### src/rtl/alu_seq.sv
// Command sequencer feeding an 8-bit combinational ALU; accumulator-based, iterates 1-bit shifts.
// Optional flag outputs (out_zero, out_carry) are enabled by defining ALU_SEQ_FLAGS_EN.
module alu_seq #(
    parameter int unsigned CNT_W = 3,
    localparam int unsigned DATA_W = 8,
    localparam int unsigned OP_W = 3
) (
    input  logic              clk,
    input  logic              rst_n,
    input  logic              in_valid,
    output logic              in_ready,
    input  logic              in_load,
    input  logic [OP_W-1:0]   in_op,
    input  logic [DATA_W-1:0] in_data,
    input  logic [CNT_W-1:0]  in_cnt,
    output logic [DATA_W-1:0] alu_a,
    output logic [DATA_W-1:0] alu_b,
    output logic [OP_W-1:0]   alu_op,
    input  logic [DATA_W-1:0] alu_q,
    output logic              out_valid,
    input  logic              out_ready,
    output logic [DATA_W-1:0] out_data,
`ifdef ALU_SEQ_FLAGS_EN
    output logic              out_zero,
    output logic              out_carry,
`endif
    output logic              busy
);

    localparam logic [OP_W-1:0] OP_ADD = OP_W'(0);
    localparam logic [OP_W-1:0] OP_SUB = OP_W'(1);
    localparam logic [OP_W-1:0] OP_SHR = OP_W'(2);
    localparam logic [OP_W-1:0] OP_SHL = OP_W'(3);

    typedef enum logic [1:0] {
        S_IDLE   = 2'd0,
        S_EXEC   = 2'd1,
        S_RESULT = 2'd2
    } state_t;

    state_t              r_state;
    state_t              w_state_nxt;
    logic [DATA_W-1:0]   r_acc;
    logic [DATA_W-1:0]   w_acc_nxt;
    logic [DATA_W-1:0]   r_b;
    logic [DATA_W-1:0]   w_b_nxt;
    logic [OP_W-1:0]     r_op;
    logic [OP_W-1:0]     w_op_nxt;
    logic [CNT_W-1:0]    r_cnt;
    logic [CNT_W-1:0]    w_cnt_nxt;
    logic                w_in_shift;

    assign w_in_shift = (in_op == OP_SHR) || (in_op == OP_SHL);

    // State and datapath registers
    always_ff @(posedge clk or negedge rst_n) begin
        if (!rst_n) begin
            r_state <= S_IDLE;
            r_acc   <= '0;
            r_b     <= '0;
            r_op    <= '0;
            r_cnt   <= '0;
        end else begin
            r_state <= w_state_nxt;
            r_acc   <= w_acc_nxt;
            r_b     <= w_b_nxt;
            r_op    <= w_op_nxt;
            r_cnt   <= w_cnt_nxt;
        end
    end

    // Next-state and datapath update
    always_comb begin
        w_state_nxt = r_state;
        w_acc_nxt   = r_acc;
        w_b_nxt     = r_b;
        w_op_nxt    = r_op;
        w_cnt_nxt   = r_cnt;
        case (r_state)
            S_IDLE: begin
                if (in_valid) begin
                    if (in_load) begin
                        w_acc_nxt = in_data;
                    end else begin
                        w_b_nxt  = in_data;
                        w_op_nxt = in_op;
                        if (w_in_shift) begin
                            w_cnt_nxt   = in_cnt;
                            w_state_nxt = (in_cnt == '0) ? S_RESULT : S_EXEC;
                        end else begin
                            w_cnt_nxt   = CNT_W'(1);
                            w_state_nxt = S_EXEC;
                        end
                    end
                end
            end
            S_EXEC: begin
                w_acc_nxt = alu_q;
                w_cnt_nxt = r_cnt - CNT_W'(1);
                if (r_cnt == CNT_W'(1)) begin
                    w_state_nxt = S_RESULT;
                end
            end
            S_RESULT: begin
                if (out_ready) begin
                    w_state_nxt = S_IDLE;
                end
            end
            default: begin
                w_state_nxt = S_IDLE;
            end
        endcase
    end

    assign alu_a     = r_acc;
    assign alu_b     = r_b;
    assign alu_op    = r_op;
    assign out_data  = r_acc;
    assign in_ready  = (r_state == S_IDLE);
    assign out_valid = (r_state == S_RESULT);
    assign busy      = (r_state != S_IDLE);

`ifdef ALU_SEQ_FLAGS_EN
    logic r_zero;
    logic r_carry;
    logic w_zero_nxt;
    logic w_carry_nxt;

    // Flags track the last EXEC iteration only
    always_comb begin
        w_zero_nxt  = r_zero;
        w_carry_nxt = r_carry;
        if (r_state == S_EXEC) begin
            w_zero_nxt = (alu_q == '0);
            case (r_op)
                OP_ADD:  w_carry_nxt = (alu_q < r_acc);
                OP_SUB:  w_carry_nxt = (r_acc < r_b);
                OP_SHR:  w_carry_nxt = r_acc[0];
                OP_SHL:  w_carry_nxt = r_acc[DATA_W-1];
                default: w_carry_nxt = 1'b0;
            endcase
        end
    end

    always_ff @(posedge clk or negedge rst_n) begin
        if (!rst_n) begin
            r_zero  <= 1'b0;
            r_carry <= 1'b0;
        end else begin
            r_zero  <= w_zero_nxt;
            r_carry <= w_carry_nxt;
        end
    end

    assign out_zero  = r_zero;
    assign out_carry = r_carry;
`endif

endmodule

### config.mk
export PLATFORM = sky130hd
export DESIGN_NAME = alu_seq
export DESIGN_NICKNAME = d
export VERILOG_FILES = /design/src/rtl/alu_seq.sv
export SDC_FILE = /design/constraint.sdc
export NUM_CORES = 1
export LEC_CHECK = 0
export CORE_ASPECT_RATIO = 1.75
export CORE_MARGIN = 2
export CORE_UTILIZATION = 41
export CTS_CLUSTER_SIZE = 40
export DETAILED_ROUTE_END_ITERATION = 16
export PLACE_DENSITY = 0.8
export SKIP_LAST_GASP = 1
export SLEW_MARGIN = 5
export SYNTH_ARGS = -nofsm -noshare
export SYNTH_HDL_FRONTEND = slang
export SYNTH_SLANG_ARGS = --single-unit
### constraint.sdc
create_clock -name clk -period 2.2 [get_ports clk]
set_clock_uncertainty 0.1 [all_clocks]
set_input_delay 0.44 -clock clk [delete_from_list [all_inputs] [get_ports clk]]
set_output_delay 0.44 -clock clk [all_outputs]
set_load 0.01 [all_outputs]
After elaboration in Yosys (flattened, before gate mapping)
Cells that the tools add are included.
W data, S select, Z words.

storage, ports and cells
  bits in registers = 24
  input bits = 27
  output and inout bits = 30
  word-level logic and storage cells = 40

cells by class
  $add $sub $neg = 1
  eq/ne operators = 10
  mux-type cells = 14
  bitwise logic cells = 1
  reduce and logical (&&, ||, !) cells = 9

operator list
  operator               number
  $mux W8                2
  $pmux W8 S2            1
  $mux W2                6
  $mux W3                3
  $reduce_and A3 Y1      3
  $eq A3 B2 Y1 const B   2
  $ne A2 B2 Y1 const B   3
  $pmux W2 S3            1
  $pmux W3 S2            1
  $ne A2 B1 Y1 const B   2
  $reduce_and A4 Y1      1
  $reduce_bool A2 Y1     2
  $eq A3 B1 Y1 const B   1
  $logic_not A3 Y1       1
  $sub A3 B1 Y3 const B  1
  $eq A2 B1 Y1 const B   1
  $eq A2 B2 Y1 const B   1
  $logic_not A2 Y1       1
  $logic_or A1 B1 Y1     1
  $not A1 Y1             1

Depth between registers and ports, before layout
Gate-level depths: netlist of run 1.

  word-level depth = 6
  depth in mapped cells = 5
  depth with buffers taken out = 5

Worst setup path before layout of run 1
No wires, ideal clock.

  path type = register -> register
  from = register r_state[1]
  to = register r_b[0], in the netlist alu_b[0]
  library setup time = 0.125 ns
  arrival time = 1.413 ns
  data required time = 1.975 ns
  path slack = 0.562 ns
  stages on the path, launching flop included = 5
  path buffers = 2
  clock period less this slack = 1.638 ns
  cells stage by stage = dfrtp_1 > buf_6 > nor4b_4 > buf_6 > mux2_4

on the way
  cells in the longest elaborated chain, start to end = 2

RTL lines
  element                             line  source
  start, declared                     41    state_t r_state;
  start signal, assigned              64    r_state <= w_state_nxt;
  $logic_not A2 Y1                    79    case (r_state)
  $reduce_and A3 Y1 (no source line)  n/a
  end signal, assigned                66    r_b <= w_b_nxt;
  end, declared                       45    logic [DATA_W-1:0] r_b;

No other way between the ends.
A chain may end at the register's enable or synchronous reset.

Worst setup path after layout of run 1
  from = register r_state[0]
  to = output port in_ready

on the way
  cells in the longest elaborated chain, start to end = 1

RTL lines
  element           line  source
  $logic_not A2 Y1  119   assign in_ready = (r_state == S_IDLE);
  end, declared     11    output logic in_ready,

No other way between the ends.

==> results of run 1 <==
==> layout by cell type, fill, tap and decap left out <==
master | synthesis | routed
inv_1 | 6 | 6
or2_2 | 1 | 1
buf_12 | 0 | 1
nor2b_1 | 3 | 3
buf_4 | 8 | 3
nor2b_4 | 1 | 1
nor3b_1 | 2 | 2
dfrtp_1 | 24 | 22
nor4b_4 | 1 | 1
a221o_1 | 1 | 1
mux2_2 | 22 | 22
mux2_4 | 5 | 5
ha_1 | 2 | 2
nand3b_1 | 1 | 1
o32ai_1 | 1 | 1
nor4_1 | 1 | 1
a22oi_1 | 2 | 2
nand2b_1 | 2 | 2
clkbuf_8 | 0 | 3
clkdlybuf4s50_1 | 0 | 56
o21a_1 | 2 | 2
o211a_1 | 1 | 1
a31oi_1 | 1 | 1
a21oi_1 | 2 | 2
o21ai_1 | 1 | 1
dfrtp_2 | 0 | 2
nor2_2 | 1 | 1
==> worst reg2reg max path, cell delays in order (launching register included) <==
cell	delay (ps)
dfrtp_2	450
buf_4	170
nor2b_4	300
mux2_2	390
mux2_2	260
==> logic make-up (layout without fill, tap and decap cells) <==
logic type	after synthesis	count (layout)	share of synthesized area
flops	24	24	0.4786
fa+ha+maj	2	2	0.01994
mux	27	27	0.2572
compound gates	11	11	0.06380
simple gates	13	13	0.08774
buf+inv	17	69	0.09272
==> state kept, by name (all words and copies together) (netlist names) <==
register	flops
r_cnt	3
alu_a	8
r_state	2
alu_b	8
alu_op	3
==> final timing paths <==
path,from,to
max,r_state[0],in_ready
min,alu_op[2],alu_op[2]
max reg2reg,r_state[1],alu_a[6]
min reg2reg,alu_op[2],alu_op[2]
max in group asynchronous,rst_n,r_state[0]
min in group asynchronous,rst_n,alu_op[2]
==> cell type report <==
cell class,count,share of cell area
multi-input cells,53,0.2919
repair buffers,60,0.3272
well taps,28,0.01901
inverters,6,0.01222
flip-flops and latches,24,0.3272
clock buffers,3,0.02240
==> per-stage QoR <==
| stage | hold slack [ps] | setup WS (ps) | std cells | util |
|---|---|---|---|---|
| final | 409.8 | 54.35 | 174 | 0.6295 |
| after CTS | 415.7 | 18.02 | 173 | 0.6265 |
| after global routing | 433.1 | 2.711 | 174 | 0.6295 |
| after detailed placement | 391.8 | 228.0 | 170 | 0.6120 |
| after global placement | 374.4 | 258.3 | 170 | 0.6120 |
| after floorplan | 44.41 | 561.9 | 94 | - |
==> routing by layer <==
| layer | share of wire | track usage | vias to the layer above |
|---|---|---|---|
| met5 | 0 | 0 | - |
| met4 | 0.0089 | 0.05143 | 0 |
| met3 | 0.041 | 0.02588 | 2 |
| met2 | 0.56 | 0.2831 | 26 |
| met1 | 0.39 | 0.1898 | 435 |
| li1 | - | - | 431 |
==> power by group through the flow <==
stage / Clock, mW / Combinational (mW) / Sequential, mW
after global placement: 0 / 1.44 / 0.840
after CTS: 0.247 / 1.48 / 0.847
after detailed placement: 0 / 1.47 / 0.854
after floorplan: 0 / 0.795 / 0.900
after global routing: 0.275 / 1.58 / 0.877
final: 0.238 / 1.47 / 0.838
==> what timing repair did <==
action | in CTS | in global routing
pin swaps | 0 | 0
resized for setup | 1 | 1
gates cloned | 0 | 0
endpoints found under the setup margin | 1 | 1
buffers inserted | 0 | 1
==> impl_results.md, run 1 <==
- R2R cell count: 4
- Net Sw Power: roughly 0.81 mW
- Synth Net Count: between 100 and 150
- WL/cell: 14.80 um
- Area grow syn2layout: 46.86%
- Share of the synthesized area in the top cell type: 0.4786
- Register area share after synthesis: 0.4786
- R2R setup slack: 420 ps
- Sequential power share: 0.329
- Status: complete, no violations
- Crit path largest cell delay: 520 ps
- Core ar.: 2928 um^2
- Fmax: 0.4661 GHz
- Crit path capture type: output port
- Rows: 26
- Avg Inst Size Synth: 13.35 um^2
- Seq cells post-synth: 24
- Chip height: 77.19 um
- Max VDD drop: 0.0007541 V
- Worst-path clk slew: 70 ps
- IO Port Bufs: 56
- Num ports: 57
- DP HPWL: 2093 um
- Die area: about 3500 um^2
- Rel. slew slack: 0.7024
- Clock power share: 0.093
- Sw Ratio: 0.3181
- Async S/R FF share, synth: 1.000
- Critical Path Start Type: register
- Gate power share: 0.578
- Slowest cell on the critical path: clkdlybuf4s50_1
- Vias in the first global route: 971
- Top post-synthesis cells by area: dfrtp_1, mux2_2, mux2_4
- H-tree depth: 1
- Initial DRC count: 5
- Die W: 45.82 um
- Max_cap viols: 0
- Family with the most delay on the worst path: buffers and inverters
- Post-synth EDFFs: 0
- Total track usage: 0.1615
- Final min period: 2146 ps
- Most frequent cell after synthesis: dfrtp_1
- Worst-path cell chain: or2_2 -> inv_1 -> clkdlybuf4s50_1
- Layout cells sized above 1: 0.2740
- Synth cell types: 24
- Setup CP Type: register to output port
- Synth Flop Type: dfrtp_1
- CTS Hold Buffers Added: 0
- Fillers: 237
- Worst Hold Class: register to register
- Ys Warns: 0
- Final Routed Wirelength: between 2000 and 3000 um
- Initial antenna violation count: 0
- # DRC: 0
- Pwr dens: 1384 nW/um^2
- First-pass GRT wire length: ~4300 um
- Drt pass-1 iters: 4
- Fin area: approximately 1800 um^2
- Final Total Pwr: 2.551 mW
- Critical path peak fanout: 7
- Worst path arrival time: between 1500 and 2000 ps
- Setup TNS: 0 ps
- Register Area: between 600 and 700 um^2
- Post-synth design cell area: ~1300 um^2
- Fin nets: roughly 180
- Required @ worst endpoint: 1660 ps
- Placed inst area: 1792 um^2
- Crit path depth: 3
- Int Pwr: about 1.7 mW
- Largest net degree at the start of global routing: 25
- Global route overflow: 0
- Top post-synthesis cells by count: dfrtp_1, mux2_2, buf_4
- WHS Path Cells: 1
- Critical path buffers and inverters: 2
- Max-slew violations: 0
- Clk_lat worst skew: 250 ps
- Inserted Diodes: 0
- CTS buffer count: 3
- Lkg Pwr: 0.7697 nW
- CTS root buffer: clkbuf_8
- Initial cell density of the core: 0.4286
- Final Hold Violating Endpoints: 0
- Clock Path Buffers: 2
- Worst slew pin tran: 442.4 ps
- Area leader, netlist: dfrtp_1
- Part of the cycle the worst path needs: 0.9753
- Final setup violating endpoints: 0
- RSZ-0062 raised after global routing: false
- Mapped Cells: 94
- GP Congestion: 0.7102
- Num Clock Sinks: 24
- Final antenna-violating net count: 0
- Footprint of the multi-input gates: ~540 um^2
- TritonCTS clock tree: built
- Vias: 894
- Via density per instance: a little over 5
(Power assumes the default switching activity.)
==> run 2, diff against run 1 <==
==> constraint.sdc (replaced) <==
create_clock -name clk -period 2.2 [get_ports clk]
set_clock_uncertainty 0.1 [all_clocks]
set_input_delay 0.22 -clock clk [delete_from_list [all_inputs] [get_ports clk]]
set_output_delay 0.22 -clock clk [all_outputs]
set_load 0.01 [all_outputs]
==> run 2 against run 1 <==
Against the previous run:
- first-iteration DRC count rose to 2.8 times the previous value
- global-route usage is 0.23 points lower
- power increased by 4.0%
- highest routed layer unchanged
- clock power rose by 58%
==> impl_results.md, run 2 (synthesis gave the netlist of run 1 again) <==
- Fin nets: 175 (-1.1%)
- First-pass GRT wire length: 4353 um (+0.95%)
- Worst-path clk slew: 80 ps (about the same)
- Worst path arrival time: 1660 ps (+50 ps)
- Status: complete, no violations
- Initial cell density of the core: 0.4286 (unchanged)
- Post-route insts no fill: 173 (-0.57%)
- RR Startpoint: r_state[0]
- Most frequent cells in the layout: clkdlybuf4s50_1, dfrtp_1, mux2_2, inv_1, mux2_4
- Sw Ratio: 0.3109 (-0.007198)
- Via density per instance: 5.249 (+2.2%)
- Pwr dens: 1439 nW/um^2 (+4.0%)
- Clock Path Buffers: 2 (unchanged)
- Chip height: 77.19 um (unchanged)
- Critical path peak fanout: 7 (unchanged)
- Rel. slew slack: 0.7109 (+0.008543)
- Largest net degree at the start of global routing: 25 (unchanged)
- Inserted Diodes: 0 (unchanged)
- Die area: 3537 um^2 (unchanged)
- Final antenna-violating net count: 0 (unchanged)
- H-tree depth: 1 (unchanged)
- Final Hold Violating Endpoints: 0 (unchanged)
- Worst Hold Class: input port to async pin
- Final Routed Wirelength: 2670 um (+3.7%)
- Setup CP Type: register to output port
- Fmax: 0.5060 GHz (+8.6%)
- Global route overflow: 0 (unchanged)
- Num ports: 57 (unchanged)
- Initial DRC count: 14 (+9)
- Final min period: 1976 ps (-169.5 ps)
- Total track usage: 0.1592 (-0.002341)
- Critical Path Start Type: register
- Net Sw Power: 0.8247 mW (+1.6%)
- Required @ worst endpoint: 1880 ps (+220 ps)
- WL/cell: 15.43 um (+4.3%)
- Vias: 908 (+1.6%)
- CTS buffer count: 3 (unchanged)
- # DRC: 0 (unchanged)
- Part of the cycle the worst path needs: 0.8983 (-0.07703)
- Sequential power share: 0.318 (-0.011)
- Layout cells sized above 1: 0.2552 (-0.01880)
- Num Clock Sinks: 24 (unchanged)
- Area grow syn2layout: 46.86% (unchanged)
- CTS Hold Buffers Added: 0 (unchanged)
- Max_cap viols: 0 (unchanged)
- Reg-to-reg endpoint: alu_a[4]
- Fillers: 227 (-4.2%)
- Die W: 45.82 um (unchanged)
- Int Pwr: 1.827 mW (+5.1%)
- Vias in the first global route: 995 (+2.5%)
- Clock power share: 0.142 (+0.049)
- Final setup violating endpoints: 0 (unchanged)
- Critical Path Sink: in_ready
- Lkg Pwr: 0.7732 nW (+0.45%)
- DP HPWL: 2118 um (+1.2%)
- Setup TNS: 0 ps (unchanged)
- R2R cell count: 3 (-1)
- Max-slew violations: 0 (unchanged)
- TritonCTS clock tree: built
- Rows: 26 (unchanged)
- Clk_lat worst skew: 260 ps (about the same)
- Max VDD drop: 0.0009296 V (+23%)
- Crit path capture type: output port
- RSZ-0062 raised after global routing: false
- Gate power share: 0.540 (-0.038)
- Core ar.: 2928 um^2 (unchanged)
- Post-CTS Setup Bufs: 0 (unchanged)
- Drt pass-1 iters: 3 (-1)
- Most common cell after layout, fill and taps aside: clkdlybuf4s50_1
- CTS root buffer: clkbuf_8
- GP Congestion: 0.7355 (+3.6%)
- Worst slew pin tran: 429.7 ps (-12.70 ps)
- Crit. Startpoint: r_state[1]
- IO Port Bufs: 56 (unchanged)
- Initial antenna violation count: 0 (unchanged)
- R2R setup slack: 460 ps (+40 ps)
- Placed cells: 169 (-0.59%)
- CTS resizes: 0 (-1)
[run 2: cell type report]
| cell class | count | area [um^2] | share of cell area |
|---|---|---|---|
| clock buffer | 3 | 41.29 | 0.02240 |
| sequential | 24 | 600.6 | 0.3259 |
| multi-input combinational | 53 | 538.0 | 0.2919 |
| timing repair buffer | 58 | 575.6 | 0.3123 |
| inverter | 6 | 22.52 | 0.01222 |
| tap | 28 | 35.03 | 0.01901 |
| clock inverter | 1 | 30.03 | 0.01629 |
[run 2: worst min path at each step]
| stage | from | endpoint | slack [ps] | cells after the start |
|---|---|---|---|---|
| 6_report | rst_n | r_state[0] | 220 | 2 |
| 2_1_floorplan | rst_n | alu_a[0] | -180 | 0 |
| 3_5_place_dp | alu_op[1] | alu_op[1] | 390 | 1 |
| 3_3_place_gp | r_cnt[1] | r_cnt[1] | 370 | 1 |
| 5_1_grt | rst_n | alu_b[6] | 240 | 2 |
| 4_1_cts | rst_n | alu_b[5] | 230 | 2 |
[run 2: critical path, cell delays in order (launching register included)]
cell             delay, ps
dfrtp_1                500
or2_2                  330
inv_1                   50
clkdlybuf4s50_1        520
[run 2: through the flow]
stage	cell area, um^2	hold slack [ps]	setup slack, ps	util	total power [mW]
6_report	1843	216.1	223.8	0.6295	2.652
5_1_grt	1843	242.0	173.5	0.6295	2.821
4_1_cts	1843	226.5	213.0	0.6295	2.688
3_5_place_dp	1772	394.7	358.6	0.6051	2.300
3_3_place_gp	1772	374.6	412.9	0.6051	2.252
2_1_floorplan	1255	-175.6	561.9	-	1.694
[run 2: layer usage]
layer | up-vias | wire length, um | global-route usage
met5 | - | 0 | 0
met4 | 0 | 33 | 0.04571
met3 | 4 | 123 | 0.02118
met2 | 28 | 1519 | 0.2845
met1 | 452 | 994 | 0.1865
li1 | 424 | - | -
[run 2: power groups by stage]
stage	registers, mW	logic, mW	clock network, mW
floorplan	0.900	0.795	0
global placement	0.843	1.41	0
detailed placement	0.855	1.44	0
CTS	0.847	1.45	0.389
global route	0.879	1.53	0.411
finish	0.843	1.43	0.377
==> variant 1: new RTL, flow settings as in run 2 <==
Add a define of `ALU_SEQ_FLAGS_EN`.
--- a/src/rtl/alu_seq.sv
+++ b/src/rtl/alu_seq.sv
@@ -1,4 +1,6 @@
 // Command sequencer feeding an 8-bit combinational ALU; accumulator-based, iterates 1-bit shifts.
 // Optional flag outputs (out_zero, out_carry) are enabled by defining ALU_SEQ_FLAGS_EN.
+`define ALU_SEQ_FLAGS_EN
+
 module alu_seq #(
     parameter int unsigned CNT_W = 3,
Function (old outputs only; new: out_carry and out_zero): kept (equiv_simple and equiv_induct, registers matched by name and starting in step).
==> variant 1 against run 2 <==
- total power is 15% higher
- via count grew 54%
- sequential cell count up 2
- cell area increased by 23%
- register-to-register slack improved by 0.09 ns
- combinational power increased by 25%
- synthesized area increased by 33%
- worst hold slack worse by 0.0013 ns
- routed wire length grew 43%
- die area grew 31%
- worst setup slack improved by 0.049 ns
==> variant 1: results (changes against run 2) <==
stage,metric,value,unit,change
status,outcome,completed,,
setup_path,startpoint,r_state[0],,
placed_design,portBuffers,58,,+3.6%
cells_and_area,antenna_cells,0,,unchanged
synthesis,yosys_warnings,0,,unchanged
route,vias_per_cell,5.15,,-1.8%
synthesis,yosys.area_share.xor_xnor,0,%,unchanged
cts,htreeDepth,1,,unchanged
synthesis,yosysUniqueCellTypes,38,,+58%
synthesis,ys_seq_area_share,39.0,%,-8.9 points
synthesis,muxShareOfSynthArea,8.85,%,-17 points
global_route,grt_pass1_vias,1513,,+52%
setup_path,cp_max_fo,8,,+1
placed_design,gp_congestion,0.877,,+19%
power,ir_drop,0.000823,V,-11%
cells_and_area,drive_gt1_share,7.59,%,-18 points
sta,max_freq,519,MHz,+2.5%
cts,worstSkewPairLatency,0.27,ns,
cts,cts_buffers,3,,unchanged
placed_design,hpwl,3050,microns,+44%
global_route,antenna_found_initial,0,,unchanged
setup_path,endpoint,in_ready,,
placed_design,place_ws,0.321,ns,-0.0375 ns
global_route,grt_max_degree,27,,+8.0%
cts,cts_resized,0,,unchanged
synthesis,synth-async-reset-ratio,100,%,unchanged
setup_path,max_stage_delay,0.52,ns,about the same
global_route,grtUsageTotal,18.1,%,+2.2 points
cts,max-clock-path-buffers,2,,unchanged
sta,hold_viol,0,,unchanged
synthesis,synth_compound_area_share,14.4,%,+8.0 points
route,post_drt_wl_per_cell,14.0,microns,-9.1%
synthesis,synthAdderAreaFrac,12.0,%,+10 points
synthesis,synthTopCellsByArea,"dfrtp_1, ha_1, o21ai_0",,
setup_path,rr_startpoint,alu_a[1],,
route,drt_iter0_markers,21,,+7
cts,post_cts_buffers,0,,unchanged
global_route,grt_pass1_wl,6440,microns,+48%
cts,path_clk_slew,0.09,ns,
setup_path,crit_slowest_cell,clkdlybuf4s50_1,,
setup_path,crit_family,buffers and inverters,,
min_path,hold_path.class,in -> async,,
route,dr.pass1.iters,4,,+1
synthesis,syn-num-nets,217,,+76%
sta,tightest_slew,0.498,ns,+0.0680 ns
power,switchingPower,1200,uW,+46%
setup_path,crit_arrival,1.61,ns,-0.05 ns
cts,cts_root_buf,clkbuf_8,,
setup_path,rr_endpoint,out_carry,,
setup_path,r2r_slack,0.55,ns,+0.09 ns
setup_path,r2r_cells,5,,+2
cells_and_area,fin_nets,268,,+53%
cells_and_area,nFillCells,356,,+57%
synthesis,ys_top_cells_by_count,"dfrtp_1, nand2_1, o21ai_0, inv_1, ha_1",,
power,p_leak,0.000998,uW,+29%
==> variant 1: cell types whose count changed after synthesis, moves of 4 or more <==
cell / before / now
inv_1: 6 / 17
mux2i_1: 0 / 8
mux2_4: 5 / 0
ha_1: 2 / 16
nand2_1: 0 / 22
mux2_2: 22 / 6
a21oi_1: 2 / 6
o21ai_0: 0 / 20
==> variant 1: through the flow <==
| stage | total power (uW) | instances | hold slack, ns | cell area (sq um) |
|---|---|---|---|---|
| 2_1_floorplan | 2030 | 174 | -0.176 | 1670 |
| 3_3_place_gp | 2690 | 268 | 0.351 | 2220 |
| 3_5_place_dp | 2760 | 268 | 0.379 | 2220 |
| 4_1_cts | 3070 | 272 | 0.227 | 2270 |
| 5_1_grt | 3310 | 272 | 0.264 | 2270 |
| 6_report | 3040 | 272 | 0.215 | 2270 |
==> variant 1: layer usage <==
metal  part of all wire (%)  global-route usage (%)  vias to the layer above
met1                     39                    19.0                      658
met3                    4.1                    2.70                        8
met2                     55                    34.9                       40
met4                    1.9                    6.99                        0
met5                      0                       0                        -
li1                       -                       -                      696
==> variant 1: logic make-up after synthesis <==
logic type / count (synthesis)
adders and majority gates: 16
muxes: 14
and+or+nand+nor: 47
buffers and inverters: 31
AOI/OAI and AO/OA: 40
DFF: 26
==> variant 1: layout make-up <==
cell class / instances / share of cell area [%]
Multi-Input combinational cell: 117 / 37.2
Sequential cell: 26 / 28.7
Timing Repair Buffer: 60 / 26.2
Inverter: 17 / 2.81
Tap cell: 48 / 2.64
Clock buffer: 4 / 2.42
==> variant 1: power by group through the flow <==
stage,combinational [uW],clock (uW),sequential (uW)
2_1_floorplan,1060,0,979
3_3_place_gp,1750,0,938
3_5_place_dp,1810,0,947
4_1_cts,1810,321,938
5_1_grt,1990,346,972
6_report,1790,313,932
==> variant 2: new RTL, flow settings as in run 2 <==
Made on the original files. Encoding of `state_t`: now one-hot (3 bits for 3 states).
--- a/src/rtl/alu_seq.sv
+++ b/src/rtl/alu_seq.sv
@@ -33,8 +33,8 @@
     localparam logic [OP_W-1:0] OP_SHL = OP_W'(3);
 
-    typedef enum logic [1:0] {
-        S_IDLE   = 2'd0,
-        S_EXEC   = 2'd1,
-        S_RESULT = 2'd2
+    typedef enum logic [2:0] {
+        S_IDLE   = 3'b001,
+        S_EXEC   = 3'b010,
+        S_RESULT = 3'b100
     } state_t;
 
Function: same outputs for any inputs over 10 cycles, from zero or initial values and one cycle with rst_n low; not proved beyond that.
==> variant 2 against run 2 <==
- worst hold slack got worse by 0.0041 ns
- synthesized cell count rose by 15%
- synthesized area rose by 6.3%
- total power shrank 29%
- die area is 5.8% higher
- routed wire length is 32% higher
- largest power group unchanged
- fmax shrank 4.0%
- cell area increased by 4.8%
- worst setup slack worse by 0.083 ns
- sequential cell count up 1
==> variant 2: results (changes against run 2) <==
stage,metric,value,unit,change
status,outcome,completed,,
sta,tightest_slew,0.657,ns,+0.228 ns
cells_and_area,fin_nets,188,,+7.4%
route,vias_per_cell,5.52,,+5.1%
global_route,grtUsageTotal,20.1,%,+4.1 points
placed_design,place_ws,0.220,ns,-0.138 ns
setup_path,max_stage_delay,0.64,ns,+0.12 ns
synthesis,synth_compound_area_share,18.3,%,+12 points
power,ir_drop,0.000588,V,-37%
synthesis,muxShareOfSynthArea,12.1,%,-14 points
route,post_drt_wl_per_cell,17.5,microns,+13%
cells_and_area,final_area,0.00193,sq mm,+4.8%
synthesis,syn_area_per_cell,12.3,sq um,-7.5%
setup_path,crit_family,flip-flops,,
placed_design,gp_congestion,0.827,,+12%
route,drt_iter0_markers,44,,+30
synthesis,syn-num-nets,137,,+11%
synthesis,synthTopCellsByArea,"dfrtp_1, o22a_1, mux2_4",,
synthesis,ys_top_cells_by_count,"dfrtp_1, o22a_1, mux2_4, buf_4",,
power,clock_power,271,uW,-28%
route,dr.pass1.iters,4,,+1
setup_path,crit_arrival,1.74,ns,+0.08 ns
power,p_leak,0.000792,uW,+2.4%
cells_and_area,multi_input_cells,63,,+19%
cells_and_area,clock_cell_area_share,2.40,%,-1.5 points
setup_path,crit_slowest_cell,dfstp_2,,
synthesis,yosysUniqueCellTypes,33,,+38%
power,switchingPower,590,uW,-28%
cells_and_area,buffers,60,,+3.4%
cells_and_area,nFillCells,260,,+15%
synthesis,ys_seq_area_share,47.0,%,-0.86 points
cells_and_area,numSequentialCells,25,,+4.2%
==> variant 2: cell types whose count changed after synthesis, moves of 3 or more <==
cell,delta
mux2_2,-21
mux2_4,+5
a21oi_1,+3
o22a_1,+18
clkbuf_1,+3
==> variant 2: final timing paths <==
check                      startpoint          to  slack (ns)  cells after the start
min reg2reg                 alu_op[0]   alu_op[0]        0.42                      1
min                             rst_n    alu_b[2]        0.21                      2
max in group asynchronous       rst_n  r_state[0]        1.48                      2
min in group clk            out_ready  r_state[0]        0.39                      3
max                        r_state[0]    in_ready        0.14                      2
max reg2reg                r_state[0]    alu_b[0]        0.21                      4
==> variant 2: metal layers <==
layer / routed length (microns) / global-route usage (%) / vias to the layer above
li1: - / - / 498
met5: 0 / 0 / -
met1: 1290 / 21.4 / 543
met3: 240 / 3.17 / 10
met2: 1870 / 35.2 / 58
met4: 108 / 10.6 / 0
